<file path="src/rtl/btn_mode_debouncer.sv">
// btn_mode_debouncer: synchronise and debounce the mode button, emit press/release/long strobes, track display mode
module btn_mode_debouncer #(
    parameter int DEBOUNCE_CYCLES = 200,
    parameter int LONG_CYCLES     = 3000,
    parameter int NUM_MODES       = 8
) (
    input  logic       clk,
    input  logic       reset,
    input  logic       btn_sel,
    output logic       btn_level,
    output logic       press_pulse,
    output logic       release_pulse,
    output logic       long_press,
    output logic [2:0] mode_sel
);
    localparam int DW = $clog2(DEBOUNCE_CYCLES) + 1;
    localparam int HW = $clog2(LONG_CYCLES) + 1;
    localparam logic [DW-1:0] D_LAST = DW'(DEBOUNCE_CYCLES - 1);
    localparam logic [HW-1:0] H_LAST = HW'(LONG_CYCLES - 1);
    localparam logic [2:0] M_LAST = 3'(NUM_MODES - 1);
    localparam logic [1:0] IDLE        = 2'd0;
    localparam logic [1:0] PRESS_CHK   = 2'd1;
    localparam logic [1:0] HELD        = 2'd2;
    localparam logic [1:0] RELEASE_CHK = 2'd3;

    logic [1:0]    sync_q, sync_d;
    logic [1:0]    state_q, state_d;
    logic [DW-1:0] dcnt_q, dcnt_d;
    logic [HW-1:0] hcnt_q, hcnt_d;
    logic          long_evt_q, long_evt_d;
    logic          long_done_q, long_done_d;
    logic          btn_level_q, btn_level_d;
    logic          press_pulse_q, press_pulse_d;
    logic          release_pulse_q, release_pulse_d;
    logic          long_press_q, long_press_d;
    logic [2:0]    mode_q, mode_d;
    logic          s;
    logic          held_any;

    assign s        = sync_q[1];
    assign held_any = state_q == HELD || state_q == RELEASE_CHK;

    // debounce FSM: a level change is accepted only after DEBOUNCE_CYCLES matching samples
    always_comb begin
        state_d = state_q;
        dcnt_d  = dcnt_q;
        hcnt_d  = hcnt_q;
        case (state_q)
            IDLE: if (s) begin
                state_d = PRESS_CHK;
                dcnt_d  = DW'(1);
            end
            PRESS_CHK: if (!s) begin
                state_d = IDLE;
                dcnt_d  = '0;
            end else if (dcnt_q == D_LAST) begin
                state_d = HELD;
                dcnt_d  = '0;
            end else dcnt_d = dcnt_q + DW'(1);
            HELD: begin
                hcnt_d = hcnt_q == H_LAST ? hcnt_q : hcnt_q + HW'(1);
                if (!s) begin
                    state_d = RELEASE_CHK;
                    dcnt_d  = DW'(1);
                end
            end
            default: if (s) begin
                state_d = HELD;
                dcnt_d  = '0;
            end else if (dcnt_q == D_LAST) begin
                state_d = IDLE;
                dcnt_d  = '0;
                hcnt_d  = '0;
            end else dcnt_d = dcnt_q + DW'(1);
        endcase
    end

    // registered outputs derived from the accepted level; long_press fires once per accepted press
    always_comb begin
        sync_d          = {sync_q[0], btn_sel};
        long_evt_d      = held_any && hcnt_q == H_LAST && !long_done_q;
        long_done_d     = state_d == IDLE ? 1'b0 : long_done_q | long_evt_d;
        btn_level_d     = held_any;
        press_pulse_d   = held_any && !btn_level_q;
        release_pulse_d = !held_any && btn_level_q;
        long_press_d    = long_evt_q;
        mode_d          = long_press_q ? 3'd0 : press_pulse_q ? (mode_q == M_LAST ? 3'd0 : mode_q + 3'd1) : mode_q;
    end

    // state registers with synchronous reset
    always_ff @(posedge clk) begin
        if (reset) begin
            sync_q          <= '0;
            state_q         <= IDLE;
            dcnt_q          <= '0;
            hcnt_q          <= '0;
            long_evt_q      <= 1'b0;
            long_done_q     <= 1'b0;
            btn_level_q     <= 1'b0;
            press_pulse_q   <= 1'b0;
            release_pulse_q <= 1'b0;
            long_press_q    <= 1'b0;
            mode_q          <= '0;
        end else begin
            sync_q          <= sync_d;
            state_q         <= state_d;
            dcnt_q          <= dcnt_d;
            hcnt_q          <= hcnt_d;
            long_evt_q      <= long_evt_d;
            long_done_q     <= long_done_d;
            btn_level_q     <= btn_level_d;
            press_pulse_q   <= press_pulse_d;
            release_pulse_q <= release_pulse_d;
            long_press_q    <= long_press_d;
            mode_q          <= mode_d;
        end
    end

    assign btn_level     = btn_level_q;
    assign press_pulse   = press_pulse_q;
    assign release_pulse = release_pulse_q;
    assign long_press    = long_press_q;
    assign mode_sel      = mode_q;
endmodule

</file>
<file path="config.mk">
export PLATFORM = sky130hd
export DESIGN_NAME = btn_mode_debouncer
export DESIGN_NICKNAME = d
export VERILOG_FILES = /design/src/rtl/btn_mode_debouncer.sv
export SDC_FILE = /design/constraint.sdc
export NUM_CORES = 1
export LEC_CHECK = 0
export BUFFER_PORTS_ARGS = -buffer_cell sky130_fd_sc_hd__buf_2
export CAP_MARGIN = 20
export CELL_PAD_IN_SITES_DETAIL_PLACEMENT = 0
export CELL_PAD_IN_SITES_GLOBAL_PLACEMENT = 2
export CORE_AREA = 2 2 75 77
export DETAILED_ROUTE_END_ITERATION = 12
export DIE_AREA = 0 0 77 79
export GPL_ROUTABILITY_DRIVEN = 0
export PLACE_DENSITY_LB_ADDON = 0.1
export SYNTH_ARGS = -nofsm -noshare
export SYNTH_HDL_FRONTEND = slang
export SYNTH_SLANG_ARGS = --single-unit
</file>
<file path="constraint.sdc">
create_clock -name clk -period 1.6 [get_ports clk]
set_input_delay 0.32 -clock clk [delete_from_list [all_inputs] [get_ports clk]]
set_output_delay 0.32 -clock clk [all_outputs]
set_load 0.1 [all_outputs]
</file>
==> results <==
- The flow ran to the end, and the final reports show no timing, DRC or antenna violations.
- The largest single stage delay on the critical path is ~410 ps.
- The post-synthesis sequential element count is 35.
- Summing all multi-input logic gate instances after layout gives 981 um2.
- The most critical setup path has its startpoint at hcnt_q[4].
- The count of final max-slew check failures was 0.
- The overall routing resource usage is around 15%.
- Between clock sinks in the finished design, the worst skew comes to approximately 8.6 ps.
- Synthesis produced a netlist with a net count of between 150 and 200.
- The number of antenna violations at the first check in global routing is 0.
- The hold violation count in the final report is 0.
- The flip-flop and latch area is 707 um2.
- The TritonCTS clock tree is built.
- After synthesis, the share of cell area in mux cells is just under 3%.
- Setup violations remaining at the end of the flow were counted as 0.
- The power per cell area is 764 mW/mm2.
- Summing all placed instances gives a cell area of 0.00197 mm2.
- The area share of the largest cell type after synthesis is between 40% and 50%.
- The kind of critical path is reg2reg.
- Post-CTS repair changed the size of 0 cells.
- The worst slew margin relative to its limit is 67.8%.
- For this run, the number of Yosys warnings is 0.
- The finished cells cover around 0.0021 mm2.
- Summing the areas of all compound-gate instances in the mapped netlist gives 17.0% of the synthesized area.
- The worst setup path is captured at a flip-flop.
- The worst hold path begins at btn_sel.
- The most frequent cell after synthesis is sky130_fd_sc_hd__dfxtp_1.
- The internal cell power is 1.19 mW.
- In this run the cell area of the synthesized design comes to approximately 0.0017 mm2.
- The number of synthesized flops with an enable pin is 0.
- The library cell with the largest summed area after synthesis is sky130_fd_sc_hd__dfxtp_1.
- The initial utilization of the core area, before any placement, comes to ~32%.
- The switching share of power is between 20% and 30%.
- For this block, the initial DRC count from the detailed router was 62.
- The clock tree root driver cell is sky130_fd_sc_hd__clkbuf_8.
- Buffers added to address setup during post-CTS repair amount to 0.
- The net switching power is 381 uW.
- Detailed placement finished with a half-perimeter wire length of 2.96 mm.
- The first global-routing pass estimated 6.92 mm of wire.
- In this run the static leakage power is ~0.76 nW.
- The first TritonRoute pass finished after 4 iterations.
- The number of diodes is 0.
- The number of clock sinks is 35.
- Setup repair after global routing left no endpoint under its margin.
- The insertion delay of the later-clocked pin in the worst-skew pair is a little under 300 ps.
- The cts-stage hold buffer count is 0.
- The filler cell count in the final layout is between 500 and 600.
- After clock tree synthesis, the clock-pin slew on the worst setup and hold paths is 80 ps.
- Counting every instance in the synthesized netlist gives around 180.
- Counting I/O delays and the setup requirement, the final critical path takes ~1500 ps.
- The number of levels in the clock H-tree is 2.
- For the worst setup path, the data arrival time is approximately 1700 ps.
- The source of the worst register-to-register timing path is hcnt_q[4].
- The fraction of power consumed by the clock network is slightly above 40%.
- STA puts the critical path data required time at ~1800 ps.
- Once detail routing completed, the nets flagged for antenna violations numbered 0.
- In the final layout, the share of cells above drive strength 1 is between 20% and 30%.
- The core outline area is 0.00534 mm2.
- Among all stages on the critical path, the largest delay is contributed by sky130_fd_sc_hd__nor4bb_1.
- The worst-case IR drop observed on VDD is between 0.3 and 0.4 mV.
- The kind of launch point of the worst setup path is a flip-flop.
- The detailed-route DRC error count is 0.
- The combinational family with the most area after synthesis is simple AND/OR/NAND/NOR gates.
- For this run, asynchronously set or reset flops after synthesis account for 0%.
- The most instantiated flip-flop cell in the synthesis netlist is sky130_fd_sc_hd__dfxtp_1.
- The arithmetic-cell share of the synthesized area counting full adders, half adders and majority gates is a little under 3%.
- The maximum number of pins on one net before global-route repair is 18.
- The actual slew at the worst max-slew pin is 487 ps.
- The routed length per placed instance is approximately 14 um.
- Once routing completed, OpenROAD measured the worst setup slack at roughly 70 ps.
- The critical path goes through nor4bb_1 > and4_4 > nor2b_1 > a311oi_1.
- The number of buffers and inverters on the critical path is 0.
- The path class of the tightest hold or removal check is in2reg.
- The port buffer count is 9.
- The number of different library cells used by synthesis comes to 45.
- The share of the cycle needed by the critical path after routing is between 90 and 100%.
- The final wirelength is 4.06 mm.
- The die boundary width is around 77 um.
- After detailed routing, the number of vias per cell comes to approximately 5.2.
- Per report_power, the sequential group accounts for between 50% and 60% of the total.
- Summed over all layers, the global routing overflow is 0.
- In this run the worst path has a maximum fanout of 5.
- The via count of the first global-routing pass is around 1,500.
- The number of I/O pins is 10.
- The proportion of power drawn by combinational gates is 2.8%.
- Based on the critical path, the design can be clocked at up to about 650 MHz.
- Ranked by instance count, the synthesized netlist is headed by 35 x sky130_fd_sc_hd__dfxtp_1, 16 x sky130_fd_sc_hd__nand2_1, 13 x sky130_fd_sc_hd__nor2_1, 11 x sky130_fd_sc_hd__nand3_1, 10 x sky130_fd_sc_hd__a21oi_1.
- The die covers ~0.0061 mm2.
- The floorplan has 27 rows.
- The synthesis-to-layout area growth is 19.6%.
- The kind of cell adding the most delay to the critical path is simple AND/OR/NAND/NOR gates.
- After synthesis, the cell types taking the most area are sky130_fd_sc_hd__dfxtp_1 41%, sky130_fd_sc_hd__nand2_1 3.5%, sky130_fd_sc_hd__nand3_1 3.2%.
- The share of synthesized area occupied by flip-flops and latches is 40.6%.
- In the final timing run, aggregate negative setup slack is 0 ps.
- The count of max-cap constraint violations is 0.
- Summing the areas of all and, or, nand and nor instances in the mapped netlist gives about 30% of the synthesized area.
- The buffer levels on the longest clock path is 2.
- After Yosys synthesis, XOR and XNOR cells account for under 10% of the synthesized area.
- The final route contains about 1,500 vias.
- Prior to clock tree synthesis, the placed netlist has a worst setup slack of between 30 and 40 ps.
- The die span in y is about 80 um.
- At the end of the flow, the number of nets in the layout was 217.
- Counting the buffers created by CTS gives 5.
- The synthesized area per cell is 9.37 um2.
[metal layers]
layer  share of wire [%]  vias to the layer above  global-route usage (%)
met1                  46                      699                    16.0
li1                    -                      754                       -
met3                 2.2                        2                    4.43
met5                   0                        -                       0
met2                  51                       11                    26.8
met4                0.79                        0                    5.89
[layout by cell type (no fill, tap or decap), types with 6 or more instances in the layout]
cell type / count
sky130_fd_sc_hd__buf_4: 19
sky130_fd_sc_hd__nand3_1: 11
sky130_fd_sc_hd__nor2b_1: 8
sky130_fd_sc_hd__nor3_1: 7
sky130_fd_sc_hd__buf_2: 9
sky130_fd_sc_hd__nor2_1: 13
sky130_fd_sc_hd__dfxtp_1: 30
sky130_fd_sc_hd__nand2_1: 15
sky130_fd_sc_hd__nand4_1: 7
sky130_fd_sc_hd__a21oi_1: 10
sky130_fd_sc_hd__a311oi_1: 6
[final timing paths]
kind,slack [ps],end,cells past startpoint
min reg2reg,430,press_pulse,1
max reg2reg,70,hcnt_q[2],4
max,70,hcnt_q[2],4
min,240,sync_q[0],2
[logic make-up after synthesis]
logic type                 count (synthesis)
DFF                                       35
muxes                                      5
buffers and inverters                     11
adders and majority gates                  4
AOI/OAI and AO/OA                         38
and+or+nand+nor                           85
xor gates and xnor gates                   6
[power by group through the flow]
stage	clock network [mW]	registers (mW)	logic, mW
after floorplan	0	0.898	0.0309
after global placement	0	0.901	0.0442
after detailed placement	0	0.901	0.0450
after CTS	0.673	0.881	0.0451
after global routing	0.722	0.882	0.0508
final	0.649	0.881	0.0445
[final cells by class]
cell class	count	area share, %
clock buffers	5	3.34
clock inverters	3	0.971
inverters	2	0.364
multi-input cells	138	47.6
flip-flops and latches	35	34.3
well taps	72	4.37
repair buffers	28	9.10
[registers in the layout (all words and copies together), names as in the netlist]
signal,count
btn_level,1
mode_sel,3
press_pulse,1
state_q,2
long_evt_q,1
dcnt_q,9
release_pulse,1
hcnt_q,13
long_press,1
long_done_q,1
sync_q,2
[worst reg2reg max path, cell delays in order, from the launching register on]
cell and delay [ps]:
sky130_fd_sc_hd__dfxtp_1 400, sky130_fd_sc_hd__nor4bb_1 410, sky130_fd_sc_hd__and4_4 300, sky130_fd_sc_hd__nor2b_1 80, sky130_fd_sc_hd__a311oi_1 260
[per-stage QoR]
| stage | power [mW] | hold WS [ps] | util (%) | std cells |
|---|---|---|---|---|
| finish | 1.57 | 243 | 38.6 | 283 |
| global route | 1.65 | 242 | 38.6 | 283 |
| CTS | 1.60 | 233 | 38.5 | 283 |
| detailed placement | 0.946 | 427 | 36.8 | 275 |
| global placement | 0.945 | 411 | 36.8 | 275 |
| floorplan | 0.929 | 407 | - | 184 |
No activity file was read; power rests on OpenSTA's default activity.
